===== config.mk =====
export PLATFORM = sky130hd
export DESIGN_NAME = menu_ctrl
export DESIGN_NICKNAME = d
export VERILOG_FILES = /design/src/rtl/menu_ctrl.sv
export SDC_FILE = /design/constraint.sdc
export NUM_CORES = 1
export LEC_CHECK = 0
export BUFFER_PORTS_ARGS = -buffer_cell sky130_fd_sc_hd__buf_2
export CORE_MARGIN = 2
export CORE_UTILIZATION = 60
export CTS_BUF_LIST = sky130_fd_sc_hd__clkbuf_2
export DETAILED_ROUTE_END_ITERATION = 16
export PLACE_DENSITY = 0.81
export SLEW_MARGIN = 20
export SYNTH_ARGS = -nofsm -noshare
export SYNTH_HDL_FRONTEND = slang
export SYNTH_SLANG_ARGS = --single-unit

===== constraint.sdc =====
create_clock -name clk -period 2.4 [get_ports clk]
set_clock_uncertainty 0.05 [all_clocks]
set_input_delay 0.24 -clock clk [delete_from_list [all_inputs] [get_ports clk]]
set_output_delay 0.24 -clock clk [all_outputs]
set_load 0.01 [all_outputs]

===== src/rtl/menu_ctrl.sv =====
// Level-select menu: cursor moves with hold-off lockout, ENTER starts a level, clear/ESC returns to menu.
// Optional macro MENU_CURSOR_WRAP_EN makes the cursor wrap at both ends instead of saturating.
module menu_ctrl #(
  parameter int          NUM_ITEMS   = 5,
  parameter int          HOLD_CYCLES = 10_000_000,
  parameter logic [8:0]  KEY_UP      = 9'h01D,
  parameter logic [8:0]  KEY_DOWN    = 9'h01B,
  parameter logic [8:0]  KEY_ENTER   = 9'h05A,
  parameter logic [8:0]  KEY_ESC     = 9'h076
) (
  input  logic       clk,
  input  logic       rst,
  input  logic       en,
  input  logic       key_valid,
  input  logic [8:0] key_code,
  input  logic       key_make,
  input  logic       clear,
  output logic [2:0] level,
  output logic [2:0] map,
  output logic       start,
  output logic       in_game
);

  localparam int             HW        = (HOLD_CYCLES > 1) ? $clog2(HOLD_CYCLES) : 1;
  localparam logic [HW-1:0]  HOLD_LOAD = HW'(HOLD_CYCLES - 1);
  localparam logic [2:0]     MAP_MAX   = 3'(NUM_ITEMS - 1);

  typedef enum logic {S_MENU, S_PLAY} state_t;

  state_t        r_state;
  logic [2:0]    r_map;
  logic [2:0]    r_level;
  logic          r_start;
  logic          r_in_game;
  logic [HW-1:0] r_hold;

  logic       w_evt;
  logic       w_up;
  logic       w_down;
  logic       w_enter;
  logic       w_esc;
  logic       w_hold_zero;
  logic       w_up_ok;
  logic       w_dn_ok;
  logic [2:0] w_up_nxt;
  logic [2:0] w_dn_nxt;

  assign w_evt       = en & key_valid & key_make;
  assign w_up        = w_evt & (key_code == KEY_UP);
  assign w_down      = w_evt & (key_code == KEY_DOWN);
  assign w_enter     = w_evt & (key_code == KEY_ENTER);
  assign w_esc       = w_evt & (key_code == KEY_ESC);
  assign w_hold_zero = (r_hold == '0);

`ifdef MENU_CURSOR_WRAP_EN
  assign w_up_ok  = 1'b1;
  assign w_dn_ok  = 1'b1;
  assign w_up_nxt = (r_map == 3'd0) ? MAP_MAX : r_map - 3'd1;
  assign w_dn_nxt = (r_map >= MAP_MAX) ? 3'd0 : r_map + 3'd1;
`else
  // A move into the end stop is not a move: it must not start the lockout.
  assign w_up_ok  = (r_map != 3'd0);
  assign w_dn_ok  = (r_map < MAP_MAX);
  assign w_up_nxt = r_map - 3'd1;
  assign w_dn_nxt = r_map + 3'd1;
`endif

  always_ff @(posedge clk or negedge rst) begin
    if (!rst) begin
      r_state   <= S_MENU;
      r_map     <= 3'd0;
      r_level   <= 3'd0;
      r_start   <= 1'b0;
      r_in_game <= 1'b0;
      r_hold    <= '0;
    end else if (en) begin
      r_start <= 1'b0;
      if (!w_hold_zero) r_hold <= r_hold - HW'(1);
      case (r_state)
        S_MENU: begin
          // clear has no meaning here, but it still swallows any key in the same cycle
          if (!clear) begin
            if (w_enter) begin
              r_state   <= S_PLAY;
              r_level   <= r_map + 3'd1;
              r_in_game <= 1'b1;
              r_start   <= 1'b1;
            end else if (w_up && w_hold_zero && w_up_ok) begin
              r_map  <= w_up_nxt;
              r_hold <= HOLD_LOAD;
            end else if (w_down && w_hold_zero && w_dn_ok) begin
              r_map  <= w_dn_nxt;
              r_hold <= HOLD_LOAD;
            end
          end
        end
        S_PLAY: begin
          if (clear || w_esc) begin
            r_state   <= S_MENU;
            r_level   <= 3'd0;
            r_in_game <= 1'b0;
            r_hold    <= '0;
          end
        end
        default: r_state <= S_MENU;
      endcase
    end else begin
      r_start <= 1'b0;
    end
  end

  assign level   = r_level;
  assign map     = r_map;
  assign start   = r_start;
  assign in_game = r_in_game;

endmodule

==> results of run 1 <==
-- worst max-delay path: stages, from the launching register on --
cell and delay, ns:
dfrtp_1 0.49, or3_4 0.42, or4_4 0.49, nor2_2 0.09
nand2_1 0.08, or4_1 0.40, o211ai_1 0.18
-- cells in the final DEF, fill, tap and decap left out, types with 2 or more instances in the layout --
cell and count:
o21ai_1 14, o31ai_1 4, o211ai_1 5, a22oi_1 4, nor3_1 7, nand4b_1 2, or4b_1 2, inv_1 9
dfrtp_1 33, nor2b_1 6, buf_2 22, clkbuf_2 6, o21ai_0 4, and2_1 2, a31oi_1 4, nor4_1 6
and3_1 2, nor2_1 10, nand2b_1 5, o31a_1 2, nor4b_1 2, xor2_1 2, o311ai_1 9, nand4_1 6
or2_1 2, buf_4 16, a21oi_1 10, ha_1 4, clkinv_2 2, nand2_1 31, xnor2_1 2, nand3b_1 2
or4_1 2, or3_1 4, nand3_1 14
-- metal layers --
| layer | vias to the layer above | GRT usage | part of all wire |
|---|---|---|---|
| met2 | 56 | 0.451 | 0.49 |
| met5 | - | 0 | 0 |
| li1 | 962 | - | - |
| met4 | 0 | 0.125 | 0.011 |
| met3 | 5 | 0.0399 | 0.061 |
| met1 | 945 | 0.362 | 0.44 |
-- Yosys cell counts (2+ instances only) --
cell type,count,area (sq um)
a21oi_1,10,50.1
a22oi_1,4,30.0
a31oi_1,4,25.0
and2_1,2,12.5
and3_1,2,12.5
clkbuf_1,7,26.3
dfrtp_1,33,826
ha_1,4,50.1
inv_1,9,33.8
nand2_1,31,116
nand2b_1,5,31.3
nand3_1,14,70.1
nand3b_1,2,15.0
nand4_1,6,37.5
nand4b_1,2,17.5
nor2_1,10,37.5
nor2b_1,6,37.5
nor3_1,7,35.0
nor4_1,7,43.8
nor4b_1,3,26.3
o211ai_1,5,37.5
o21ai_0,4,20.0
o21ai_1,14,70.1
o311ai_1,9,78.8
o31a_1,2,17.5
o31ai_1,4,30.0
or2_1,2,12.5
or3_1,4,25.0
or4_1,2,15.0
or4b_1,2,20.0
xnor2_1,2,17.5
xor2_1,2,17.5
-- through the flow --
stage | hold slack [ns] | cells | power, uW | cell area, sq um | utilization
floorplan | -0.106 | 236 | 801 | 2040 | -
global placement | 0.299 | 311 | 886 | 2290 | 0.692
detailed placement | 0.302 | 311 | 890 | 2290 | 0.692
CTS | 0.168 | 320 | 1150 | 2340 | 0.707
global route | 0.237 | 320 | 1210 | 2360 | 0.713
finish | 0.179 | 320 | 1150 | 2360 | 0.713
-- kinds of logic after synthesis --
kind of cell               after synthesis
AOI/OAI and AO/OA                       62
xor gates and xnor gates                 4
adders and majority gates                4
buffers and inverters                   18
DFF                                     33
muxes                                    1
and+or+nand+nor                        114
-- state kept, by name (all words and copies together) (netlist names) --
| signal | flops |
|---|---|
| r_hold | 24 |
| r_state | 1 |
| level | 3 |
| in_game | 1 |
| start | 1 |
| map | 3 |
-- power breakdown --
| group | switching (uW) | leakage (uW) | internal, uW |
|---|---|---|---|
| registers | 57.7 | 0.000367 | 602 |
| logic | 116 | 0.000585 | 108 |
| clock network | 194 | 0.0000327 | 73.1 |
| total | 368 | 0.000985 | 784 |
-- worst paths after layout --
| path | slack (ns) | start | cells past startpoint | end |
|---|---|---|---|---|
| min in group asynchronous | 0.37 | rst | 2 | r_hold[13] |
| worst min register to register | 0.48 | in_game | 2 | in_game |
| worst max register to register | 0.13 | r_hold[13] | 6 | r_hold[23] |
| max in group asynchronous | 1.45 | rst | 2 | level[1] |
| worst min-delay path | 0.18 | clear | 3 | in_game |
| worst max-delay path | 0.13 | r_hold[13] | 6 | r_hold[23] |
-- area by class of cell --
class                   instances  share of cell area
multi-input cells             185               0.493
flip-flops and latches         33               0.350
repair buffers                 39               0.102
well taps                      46              0.0244
inverters                       9              0.0143
clock buffers                   6              0.0127
clock inverters                 2             0.00424
-- timing repair --
| action | in CTS | in global routing |
|---|---|---|
| hold buffers | 1 | 0 |
| setup endpoints to repair | 0 | 10 |
| endpoints found under the hold margin | 33 | 0 |
| resized for setup | 0 | 3 |
==> out/qor.txt, run 1 <==
Outcome: complete, no violations
Ratio of cells with drive above 1 in the final layout: 0.197
Post-placement setup slack: 0.121 ns
XOR/XNOR Fraction of Synth Area: 0.0172
Setup bufs post-CTS: 0
IO buf count: 22
Crit path time final: 2.27 ns
Grt total ovfl: 0
Initial drt markers: 139
Synth Warn #: 0
Final max-slew violation count: 0
Detailed Route WL: 4.90 mm
Root Buffer: clkbuf_2
Startpoint types: flop
Synthesized instance count: 236
Post-Synth Adder-Cell Area: 0.0246
Slew @ Worst Pin: 0.736 ns
DRC Markers: 0
Gpl congestion: 0.959
Clk_lat worst skew: 0.39 ns
Clk sinks: 33
RSZ-0062 raised after global routing: false
Max_cap viols: 0
Register area: 826 sq um
P per Cell Area: 488 nW/um^2
Post-synthesis net count: 255
Avg Vias per Cell: 6.15
Clk pin slew, worst setup/hold paths: 0.18 ns
CTS H-tree depth: 2
Setup tns final: 0 ns
Mapped Area: 2040 sq um
Peak supply drop: 0.438 mV
Largest family of logic cells by synthesized area: simple AND/OR/NAND/NOR gates
Max_slew headroom: 0.509
WS Path Type: flop to flop
Nets: 292
Routed Antenna Nets: 0
CP required: 2.67 ns
Die ar.: 3880 sq um
Largest net degree at the start of global routing: 34
Multi-input logic area: 1160 sq um
Fmax: 440 MHz
Final Hold Viols: 0
Register area share after synthesis: 0.405
WL/cell: 15.3 um
Hold crit path type: input pin to flop
PnR worst setup slack: 0.127 ns
Crit path max fanout: 8
Avg Cell Area, Syn: 8.63 sq um
Data arrival, critical path: 2.54 ns
Initial core utilization: 0.615
HPWL after detailed placement: 3.46 mm
Mux cell area share after synthesis: 0.00491
Crit share post-route: 0.947
Overall Global Routing Usage: 0.275
Synth cell types: 48
Compound-Gate Fraction of Synth Area: 0.201
Drt pass-1 iters: 4
EDFF count, synth: 0
Synth Area in Simple Gates: 0.313
FF+latch count, synth: 33
Fill count: 291
Initial antenna violation count: 0
CTS Buffer Depth: 2
# IOs: 23
Area growth syn-to-layout: 15.9%
Site row count: 21
CTS tree: done
Final setup fails: 0
Chip height: 62.3 um
Core footprint: 3310 sq um
Die X: 62.3 um
Global-route wire length before repair: 8.62 mm
Vias in the first global route: 1923
Top FF cell, synth: dfrtp_1
Lkg Pwr: 0.000985 uW
CTS buffer count: 5
Vias post-DR: 1968
CP Capture Type: flop
Ant diodes: 0
Async S/R FF share, synth: 1.00
Power figures use the tool's default switching activity.
==> inputs of run 2 (changes only) <==
--- a/config.mk
+++ b/config.mk
@@ -16,2 +16,3 @@
 export SYNTH_HDL_FRONTEND = slang
 export SYNTH_SLANG_ARGS = --single-unit
+export TNS_END_PERCENT = 5
==> constraint.sdc (replaced) <==
create_clock -name clk -period 2.4 [get_ports clk]
set_clock_uncertainty 0.05 [all_clocks]
set_input_delay 0.48 -clock clk [delete_from_list [all_inputs] [get_ports clk]]
set_output_delay 0.48 -clock clk [all_outputs]
set_load 0.01 [all_outputs]
==> run 2 against run 1 <==
Clock power about the same. Sequential share of layout area increased by 0.36 points. Clock-buffer cell count increased by 2.
==> out/qor.txt, run 2 (same netlist as run 1, synthesis figures left out) <==
Initial core utilization: 0.615 (unchanged)
Routed Antenna Nets: 0 (unchanged)
Initial antenna violation count: 0 (unchanged)
Vias post-DR: 1987 (was 1968)
Final max-slew violation count: 0 (unchanged)
Ratio of cells with drive above 1 in the final layout: 0.193 (was 0.197)
Detailed Route WL: 4.84 mm (was 4.90 mm)
Nets: 292 (unchanged)
Core footprint: 3310 sq um (unchanged)
Placed Area: 2300 sq um (was 2290 sq um)
Clk sinks: 33 (unchanged)
CTS H-tree depth: 2 (unchanged)
Commonest non-fill, non-tap cells in the layout: 33 x dfrtp_1, 31 x nand2_1, 22 x buf_2 (unchanged)
CP Capture Type: flop (unchanged)
Setup bufs post-CTS: 0 (unchanged)
Gpl congestion: 0.851 (was 0.959)
Avg Vias per Cell: 6.21 (was 6.15)
Area growth syn-to-layout: 14.7% (was 15.9%)
CP required: 2.66 ns (was 2.67 ns)
Setup tns final: 0 ns (unchanged)
Design area: 2340 sq um (was 2360 sq um)
Int Pwr: 793 uW (was 784 uW)
Peak supply drop: 0.384 mV (was 0.438 mV)
Clk_lat worst skew: 0.37 ns (was 0.39 ns)
# IOs: 23 (unchanged)
Startpoint types: flop (unchanged)
Crit share post-route: 0.929 (was 0.947)
Root Buffer: clkbuf_2 (unchanged)
Sw Share: 0.309 (was 0.319)
Die ar.: 3880 sq um (unchanged)
Final setup fails: 0 (unchanged)
Commonest non-fill, non-tap cell in the layout: dfrtp_1 (unchanged)
DRC Markers: 0 (unchanged)
Clk pin slew, worst setup/hold paths: 0.17 ns (was 0.18 ns)
HPWL after detailed placement: 3.44 mm (was 3.46 mm)
R2r worst-path depth: 6 (unchanged)
Die X: 62.3 um (unchanged)
Post-CTS Hold Fix Bufs: 0 (was 1)
RSZ-0062 raised after global routing: false (unchanged)
Clock power frac: 0.232 (about the same)
Initial drt markers: 144 (was 139)
Ant diodes: 0 (unchanged)
Largest net degree at the start of global routing: 34 (unchanged)
CTS buffer count: 5 (unchanged)
IO buf count: 22 (unchanged)
Lkg Pwr: 0.000982 uW (was 0.000985 uW)
P per Cell Area: 490 nW/um^2 (was 488 nW/um^2)
Crit path max fanout: 7 (was 8)
WL/cell: 15.1 um (was 15.3 um)
Site row count: 21 (unchanged)
Fmax: 449 MHz (was 440 MHz)
WS Path Type: flop to flop (unchanged)
Vias in the first global route: 1864 (was 1923)
Grt total ovfl: 0 (unchanged)
CTS Buffer Depth: 2 (unchanged)
Global-route wire length before repair: 8.46 mm (was 8.62 mm)
Reg with most FFs: r_hold (unchanged)
Outcome: complete, no violations (unchanged)
Fill count: 285 (was 291)
Psw: 354 uW (was 368 uW)
CTS tree: done (unchanged)
Chip height: 62.3 um (unchanged)
Drt pass-1 iters: 4 (unchanged)
Max reg flops: 24 (unchanged)
Max_slew headroom: 0.517 (was 0.509)
Hold crit path type: input pin to asynchronous set/reset pin (was input pin to flop)
Seq pwr share: 0.576 (was 0.573)
Max_cap viols: 0 (unchanged)
Crit path time final: 2.23 ns (was 2.27 ns)
Slew @ Worst Pin: 0.725 ns (was 0.736 ns)
Overall Global Routing Usage: 0.274 (was 0.275)
Final Hold Viols: 0 (unchanged)
Data arrival, critical path: 2.49 ns (was 2.54 ns)
Power share of the combinational group: 0.191 (was 0.195)
Resized Gates After CTS: 0 (unchanged)
run 2: cell type report:
class	instances	area [sq um]	area share
Sequential cell	33	826	0.353
Tap cell	46	57.6	0.0246
Timing Repair Buffer	39	238	0.102
Multi-Input combinational cell	185	1140	0.489
Clock buffer	8	40.0	0.0171
Inverter	9	33.8	0.0145
run 2: path summary, 6_finish.rpt:
path                            start          to  slack, ns
hold reg to reg            r_hold[23]  r_hold[23]       0.47
max in group asynchronous         rst   r_hold[1]       1.73
setup / recovery            r_hold[9]  r_hold[19]       0.17
min in group clk                clear     in_game       0.47
setup reg to reg            r_hold[9]  r_hold[19]       0.17
hold / removal                    rst   r_hold[5]       0.08
run 2: power by group through the flow:
stage	Clock (uW)	Combinational, uW	Sequential (uW)
after floorplan	0	145	656
after global placement	0	214	667
after detailed placement	0	217	671
after CTS	271	220	660
after global routing	304	253	668
final	266	219	661
run 2: metrics by stage:
| stage | util | hold WS, ns | cells | power [uW] | setup slack, ns |
|---|---|---|---|---|---|
| finish | 0.706 | 0.0776 | 320 | 1150 | 0.171 |
| detailed placement | 0.694 | 0.444 | 312 | 888 | 0.0512 |
| global placement | 0.694 | 0.440 | 312 | 882 | 0.0910 |
| floorplan | - | 0.134 | 236 | 801 | 0.180 |
| global route | 0.706 | 0.122 | 320 | 1220 | 0.0163 |
| CTS | 0.706 | 0.107 | 320 | 1150 | 0.207 |
run 2: worst max-delay path: stages (launching register included):
cell and delay [ns]:
dfrtp_1 0.48, nor4_1 0.50, nand4_1 0.25, a21oi_1 0.33
nand2_1 0.15, or3_1 0.32, nand3_1 0.09
run 2: routing by layer:
metal	up-vias	global-route usage	share of wire
met5	-	0	0
met4	0	0.125	0.018
met3	9	0.0380	0.059
met2	72	0.418	0.47
met1	948	0.390	0.45
li1	958	-	-
